File: src/rtl/uart_tx_fifo.sv
// uart_tx_fifo: UART transmitter with an input FIFO and a clock-enable baud
// counter running on the system clock. Frame: start bit, DATA_BITS data bits
// LSB first, optional parity bit, STOP_BITS stop bits.
// Build option: define UART_TX_PARITY_EN to insert a parity bit per frame.
module uart_tx_fifo #(
   parameter int CLOCK_FREQ = 10000000,
   parameter int BAUD_RATE  = 9600,
   parameter int DATA_BITS  = 8,
   parameter int STOP_BITS  = 1,
   parameter int FIFO_DEPTH = 4
) (
   input  logic                        clk,
   input  logic                        rst,
   input  logic                        tx_valid,
   input  logic [DATA_BITS-1:0]        tx_data,
   output logic                        tx_ready,
   input  logic                        parity_odd,
   output logic                        tx,
   output logic                        tx_done,
   output logic                        busy,
   output logic [$clog2(FIFO_DEPTH):0] fifo_count
);

   localparam int CLKS_PER_BIT = CLOCK_FREQ / BAUD_RATE;
   localparam int BAUD_W       = (CLKS_PER_BIT > 1) ? $clog2(CLKS_PER_BIT) : 1;
   localparam int PTR_W        = $clog2(FIFO_DEPTH);
   localparam int CNT_W        = $clog2(DATA_BITS + 1);

   localparam logic [BAUD_W-1:0] BAUD_LAST = BAUD_W'(CLKS_PER_BIT - 1);
   localparam logic [CNT_W-1:0]  DATA_LAST = CNT_W'(DATA_BITS - 1);
   localparam logic [CNT_W-1:0]  STOP_LAST = CNT_W'(STOP_BITS - 1);
   localparam logic [PTR_W:0]    DEPTH_C   = (PTR_W + 1)'(FIFO_DEPTH);

   typedef enum logic [2:0] {
      S_IDLE   = 3'd0,
      S_START  = 3'd1,
      S_DATA   = 3'd2,
`ifdef UART_TX_PARITY_EN
      S_PARITY = 3'd3,
`endif
      S_STOP   = 3'd4
   } state_t;

   // FIFO storage and control
   logic [DATA_BITS-1:0] mem [FIFO_DEPTH];
   logic [PTR_W-1:0]     wr_ptr;
   logic [PTR_W-1:0]     rd_ptr;
   logic [PTR_W:0]       count_q;
   logic                 ready_q;
   logic                 full;
   logic                 empty;
   logic                 push;
   logic                 pop;

   // Serialiser state
   state_t               state_q;
   state_t               state_d;
   logic [BAUD_W-1:0]    baud_q;
   logic [BAUD_W-1:0]    baud_d;
   logic [CNT_W-1:0]     bit_q;
   logic [CNT_W-1:0]     bit_d;
   logic [DATA_BITS-1:0] shift_q;
   logic                 shift_en;
   logic                 tx_q;
   logic                 tx_d;
   logic                 done_q;
   logic                 done_d;
   logic                 bit_end;

`ifdef UART_TX_PARITY_EN
   logic                 par_q;

   // Even parity of the word, inverted when odd parity is selected.
   function automatic logic parity_bit(input logic [DATA_BITS-1:0] d,
                                       input logic                 odd);
      return (^d) ^ odd;
   endfunction
`else
   // Parity select has no effect when no parity bit is transmitted.
   logic                 unused_parity_odd;
   assign unused_parity_odd = parity_odd;
`endif

   assign full       = (count_q == DEPTH_C);
   assign empty      = (count_q == '0);
   assign tx_ready   = ready_q & ~full;
   assign push       = tx_valid & tx_ready;
   assign bit_end    = (baud_q == BAUD_LAST);

   assign tx         = tx_q;
   assign tx_done    = done_q;
   assign busy       = (state_q != S_IDLE);
   assign fifo_count = count_q;

   // FIFO pointers, occupancy and the post-reset ready flag.
   always_ff @(posedge clk) begin
      if (!rst) begin
         wr_ptr  <= '0;
         rd_ptr  <= '0;
         count_q <= '0;
         ready_q <= 1'b0;
      end else begin
         ready_q <= 1'b1;
         if (push) wr_ptr <= wr_ptr + PTR_W'(1);
         if (pop)  rd_ptr <= rd_ptr + PTR_W'(1);
         case ({push, pop})
            2'b10:   count_q <= count_q + (PTR_W + 1)'(1);
            2'b01:   count_q <= count_q - (PTR_W + 1)'(1);
            default: count_q <= count_q;
         endcase
      end
   end

   // FIFO storage write; contents are don't-care until a push lands.
   always_ff @(posedge clk) begin
      if (push) mem[wr_ptr] <= tx_data;
   end

   // Shift register (and parity) load on pop, right shift per data bit.
   always_ff @(posedge clk) begin
      if (pop) begin
         shift_q <= mem[rd_ptr];
`ifdef UART_TX_PARITY_EN
         par_q   <= parity_bit(mem[rd_ptr], parity_odd);
`endif
      end else if (shift_en) begin
         shift_q <= shift_q >> 1;
      end
   end

   // FSM state, baud/bit counters and registered line outputs.
   always_ff @(posedge clk) begin
      if (!rst) begin
         state_q <= S_IDLE;
         baud_q  <= '0;
         bit_q   <= '0;
         tx_q    <= 1'b1;
         done_q  <= 1'b0;
      end else begin
         state_q <= state_d;
         baud_q  <= baud_d;
         bit_q   <= bit_d;
         tx_q    <= tx_d;
         done_q  <= done_d;
      end
   end

   // Next-state logic; tx_d is the line level for the coming cycle, so a
   // transition edge both changes state and drives the new bit.
   always_comb begin
      state_d  = state_q;
      baud_d   = bit_end ? '0 : baud_q + BAUD_W'(1);
      bit_d    = bit_q;
      tx_d     = tx_q;
      done_d   = 1'b0;
      pop      = 1'b0;
      shift_en = 1'b0;
      case (state_q)
         S_IDLE: begin
            baud_d = '0;
            tx_d   = 1'b1;
            if (!empty) begin
               pop     = 1'b1;
               state_d = S_START;
               tx_d    = 1'b0;
            end
         end
         S_START: begin
            if (bit_end) begin
               state_d = S_DATA;
               bit_d   = '0;
               tx_d    = shift_q[0];
            end
         end
         S_DATA: begin
            if (bit_end) begin
               if (bit_q == DATA_LAST) begin
                  bit_d   = '0;
`ifdef UART_TX_PARITY_EN
                  state_d = S_PARITY;
                  tx_d    = par_q;
`else
                  state_d = S_STOP;
                  tx_d    = 1'b1;
`endif
               end else begin
                  bit_d    = bit_q + CNT_W'(1);
                  shift_en = 1'b1;
                  tx_d     = shift_q[1];
               end
            end
         end
`ifdef UART_TX_PARITY_EN
         S_PARITY: begin
            if (bit_end) begin
               state_d = S_STOP;
               bit_d   = '0;
               tx_d    = 1'b1;
            end
         end
`endif
         S_STOP: begin
            if (bit_end) begin
               if (bit_q == STOP_LAST) begin
                  done_d = 1'b1;
                  bit_d  = '0;
                  // Chain straight into the next start bit when more is queued.
                  if (!empty) begin
                     pop     = 1'b1;
                     state_d = S_START;
                     tx_d    = 1'b0;
                  end else begin
                     state_d = S_IDLE;
                     tx_d    = 1'b1;
                  end
               end else begin
                  bit_d = bit_q + CNT_W'(1);
               end
            end
         end
         default: begin
            state_d = S_IDLE;
            tx_d    = 1'b1;
         end
      endcase
   end

endmodule

File: config.mk
export PLATFORM = sky130hd
export DESIGN_NAME = uart_tx_fifo
export DESIGN_NICKNAME = d
export VERILOG_FILES = /design/src/rtl/uart_tx_fifo.sv
export SDC_FILE = /design/constraint.sdc
export NUM_CORES = 1
export LEC_CHECK = 0
export CAP_MARGIN = 15
export CORE_AREA = 3 3 93 95
export DETAILED_ROUTE_END_ITERATION = 8
export DIE_AREA = 0 0 96 98
export MAX_ROUTING_LAYER = met4
export PLACE_DENSITY = 0.65
export SETUP_SLACK_MARGIN = 0.5
export SYNTH_ARGS = -nofsm -noshare
export SYNTH_HDL_FRONTEND = slang
export SYNTH_SLANG_ARGS = --single-unit
File: constraint.sdc
create_clock -name clk -period 3.8 [get_ports clk]
set_clock_uncertainty 0.1 [all_clocks]
set_input_delay 0.76 -clock clk [delete_from_list [all_inputs] [get_ports clk]]
set_output_delay 0.76 -clock clk [all_outputs]
set_load 0.02 [all_outputs]
Word-level counts from Yosys, hierarchy flattened
Memories as Yosys holds them, arrays and structs flattened. A register that Yosys moved wholly into a read port is not among the register bits.
Cells that the tools add are included.
{ "word_totals": {"regBits": 36, "ramBits": 32, "inputBits": 12, "out_inout_bits": 7, "wordCells": 84, "mem_count": 1} }
{ "op_classes": {"add_sub_neg": 6, "eq_ne": 14, "muxes": 37, "bitwise": 4, "n_reduce_logical": 12} }
{ "memory_table": {"columns": ["name", "words", "width", "rd", "rd_clocked_by_memory_dff", "wr", "line", "source"], "rows": [
  ["mem", 4, 8, 1, 1, 1, "45", "logic [DATA_BITS-1:0] mem [FIFO_DEPTH];"]
]} }
{ "op_table": {"columns": ["op", "n"], "rows": [
  ["$mux 4", 5],
  ["$mux 3", 6],
  ["$mux 1", 17],
  ["$mux 8", 2],
  ["$ne 2x2->1 const B", 6],
  ["$pmux 3 s4", 1],
  ["$pmux 4 s3", 1],
  ["$add 11x1->11 const B", 1],
  ["$eq 11x11->1 const B", 1],
  ["$reduce_and 4->1", 2],
  ["$eq 3x3->1 const B", 2],
  ["$logic_not 3->1", 2],
  ["$pmux 3 s2", 1],
  ["$reduce_and 6->1", 1],
  ["$reduce_bool 3->1", 2],
  ["$add 2x1->2 const B", 2],
  ["$add 4x1->4 const B", 1],
  ["$eq 4x3->1 const B", 1],
  ["$logic_not 4->1", 1],
  ["$mux 2", 2],
  ["$pmux 1 s4", 1],
  ["$reduce_bool 2->1", 2],
  ["$add 3x1->3 const B", 1],
  ["$eq 3x1->1 const B", 1],
  ["other kinds (9)", 11]
]} }

Depth between registers and ports, before layout
{ "depth": {"ltp_word": 7, "ltp_mapped": 12, "mapped_depth_nobuf": 12} }

Least setup slack after synthesis
No wires, ideal clock.
{ "synth_path": {"path_kind": "reg2reg", "from": "register bit_q[0]", "to": "register count_q[2] (netlist: fifo_count[2])", "setup_ns": 0.071, "arrival_time_ns": 2.478, "t_required_ns": 3.629, "setup_slack_ns": 1.151, "stages_incl_launch_ff": 13, "path_buffers": 0, "synth_period_minus_slack_ns": 2.649, "cell_sequence": "dfxtp_1 inv_1 ha_1 nor3b_2 a41oi_2 or2_4 inv_4 ha_1 inv_1 fa_1 xor2_1 or3_1 a21oi_1"} }
{ "synth_between": {"elab_chain_len": 6, "elab_cells_between_ends": 8, "classes_between": "eq/ne: 2; mux: 4; reduce/logical: 2"} }
{ "synth_rtl": {"columns": ["element", "line", "source"], "rows": [
  ["from (decl)", "60", "logic [CNT_W-1:0] bit_q;"],
  ["from (signal assigned)", "142", "bit_q <= bit_d;"],
  ["$logic_not 4->1 (*)", "204", "if (bit_q == STOP_LAST) begin"],
  ["$mux 1 (*)", "204", null],
  ["$mux 1 (*)", "203", "if (bit_end) begin"],
  ["$pmux 1 s2 (*)", "158", "case (state_q)"],
  ["$eq 2x1->1 or $eq 2x2->1 (tied branches)", "106", "case ({push, pop})"],
  ["$pmux 3 s2 or $reduce_bool 2->1 (tied branches)", null, null],
  ["to (signal assigned)", "107", "2'b10: count_q <= count_q + (PTR_W + 1)'(1);"],
  ["to (signal assigned)", "108", "2'b01: count_q <= count_q - (PTR_W + 1)'(1);"],
  ["to (signal assigned)", "109", "default: count_q <= count_q;"],
  ["to (decl)", "48", "logic [PTR_W:0] count_q;"]
]} }
Mark *: on every way between the ends. The rest lies on a longest branch, timed or not.
A chain may end at the register's enable or synchronous reset.

Worst setup path after layout
Same ends and word-level chain as after synthesis.

==> summary.txt <==
STA
  • Setup Viol. Count Final: 0
  • Hold_ws: 384 ps
  • RSZ-0062 raised after global routing: no
  • Max Fclk: 0.336 GHz
  • Final hold vios: 0
  • Slew margin rel.: 60.6%
  • Worst-Margin Slew: 590 ps
  • Fin crit period: 2980 ps
  • Max-slew violations: 0
  • Final TNS setup: 0 ps
  • Final worst-path cycle share: 78.4%

Floorplanning
  • Die H: 98 µm
  • Initial Utilization: 39.2%
  • Core Area: 0.00781 mm²
  • Cell Rows: 32
  • I/O pin total: 19
  • Die area: 0.00941 mm²
  • Die Wd: 96 µm

Layout
  • Fillers: 729
  • Area of the multi-input gates: 0.00117 mm²
  • Layout area overhead: 15.5%
  • Layout cells sized above 1: 14.0%
  • Nets: 282
  • Register area: 0.00180 mm²
  • Antenna cells: 0

Run
  • # Max-Cap Violations: 0

Critical path
  • Critical Path RT: 3980 ps
  • Worst Path Max Fanout: 9
  • Crit path capture type: flip-flop
  • Crit start category: flip-flop
  • Worst EP arrival: 3160 ps
  • Worst R2R Path Depth: 12
  • WS Path Type: flip-flop to flip-flop

Synth
  • Post-synthesis sequential area ratio: 58.9%
  • Synth Net Count: 258
  • Post-synth top area share: 39.3%
  • Post-synth EDFFs: 40
  • Main area contributors after synthesis: edfxtp_1 39%, dfxtp_1 20%, mux4_2 5.9%
  • Mapped cell area: 0.00306 mm²
  • Syn avg cell area: 13.0 µm²
  • Syn. warnings: 0
  • Synth cell types: 50
  • Synth Instances: 236
  • Synthesis-stage register bit count: 70
  • Post-synth top flop: edfxtp_1
  • FFs w/ async S/R, synth: 0%
  • Post-synth top area cell: edfxtp_1

Global routing
  • Initial antenna violation count: 0
  • Met3 GRT Util: 3.62%
  • Met1 Resource Use GR: 19.2%
  • Grt ovf: 0
  • Tot GR Track Use: 13.4%
  • First-pass GRT wire length: 9210 µm
  • GRT busiest layer: met1
  • Largest net degree at the start of global routing: 16
  • Vias in the first global route: 1797
  • Met2 usage: 17.5%

Detailed routing
  • # DRC: 0
  • Initial DRC Count: 79
  • Via-per-instance ratio: 5.00
  • Drt first pass iters: 4
  • Wire per inst: 14.7 µm
  • Post-route ant nets: 0
  • DR vias: 1835
  • WL final: 5390 µm

Clock network
  • CTS tree: done
  • Clock Tree Buf Depth: 2
  • Post-CTS Resized: 0
  • Clock latency at the later pin of the worst-skew pair: 350 ps
  • CTS Buf Count: 9
  • Hold_buf cts: 0
  • H-tree depth: 3
  • CTS Sinks: 70
  • Root Buffer Master: clkbuf_8
  • Reg clk slew, reported paths: 90 ps
  • Post-CTS Setup Inserts: 0

Place
  • Port bufs: 17
  • Global placer's final weighted congestion: 0.783
  • HPWL after DPL: 3700 µm

Power and ir drop
  • Maximum VDD drop: 0.000308 V
  • Power Density: 600 mW/mm²
  • LEAKAGE: 1.18 nW

Hold path
  • Hold depth: 1
  • Tightest Hold Check Type: flip-flop to flip-flop

Outcome
  • Outcome: completed
## path summary, 6_finish.rpt
kind                                 from            end  slack, ps
worst min-delay path            baud_q[0]      baud_q[0]        380
worst min register to register  baud_q[0]      baud_q[0]        380
worst max-delay path             bit_q[0]  fifo_count[2]        820
worst max register to register   bit_q[0]  fifo_count[2]        820
## cell type report
cell class	count	share of cell area, %
multi-input cells	145	33.2
clock buffers	9	3.51
clock inverters	7	1.81
well taps	102	3.61
flip-flops and latches	70	51.0
repair buffers	18	5.03
inverters	16	1.77
## routing by layer
metal	share of wire [%]	wire (µm)	vias up
met5	0	0	-
met4	2.0	108	0
met3	4.6	247	8
met2	44	2390	39
met1	49	2640	869
li1	-	-	919
## power breakdown
group	internal (W)	switching, W
logic	0.000266	0.000283
registers	0.000930	0.0000753
clock network	0.000251	0.000315
## layout by cell type (no fill, tap or decap), types with 7 or more instances in the layout
cell,count
clkdlybuf4s50_1,17
inv_1,12
mux2_1,7
xor2_1,7
ha_1,9
clkbuf_8,9
edfxtp_1,40
nor2_1,21
dfxtp_1,30
mux4_2,8
nand2_1,13
a21oi_1,9
## registers in the layout (all words and copies together) (netlist names), 2 cells and up, named ones only
signal and count:
rd_ptr 2, mem 32, baud_q 11, state_q 3, wr_ptr 2, fifo_count 3
bit_q 4, shift_q 8
## critical path, stage by stage, from the launching register on
cell and delay [ps]:
dfxtp_1 340, inv_1 80, ha_1 130, nor3b_2 350, a41oi_2 240, or2_4 300, inv_4 120, ha_1 190
inv_1 60, fa_1 370, xor2_1 150, or3_1 310, a21oi_1 140
## synthesized netlist by cell type (all sizes together), types with 2 or more instances
master  number
edfxtp      40
nor2        21
mux2i        4
dfxtp       30
and3         6
nor3b        3
o22ai        2
xnor2        6
nor4b        2
a211oi       2
nand2       13
ha           9
mux2         7
o21bai       2
a21oi        9
buf          4
or3          3
xor2         7
nand3        6
nand4        4
nor3         3
inv         16
o21ai        6
mux4         8
nand3b       3
and2         2
## cell families (layout without fill, tap and decap cells)
logic type	after synthesis	count (layout)	synth area share, %
flip-flops	70	70	58.9
buffers and inverters	21	50	2.70
AND/OR/NAND/NOR	73	73	13.8
AO/OA/AOI/OAI	30	30	6.75
adder cells (fa/ha/maj)	10	10	4.34
XOR/XNOR	13	13	3.72
multiplexers	19	19	9.78
## metrics by stage
stage	power (W)	setup WS [ps]	std cells	util [%]	cell area (µm²)
floorplan	0.00141	1150	236	-	3060
global placement	0.00156	910	351	42.8	3340
detailed placement	0.00158	888	351	42.8	3340
CTS	0.00215	825	367	45.2	3530
global route	0.00225	647	367	45.2	3530
finish	0.00212	821	367	45.2	3530
Note: power is estimated with default switching activity, not from simulation.
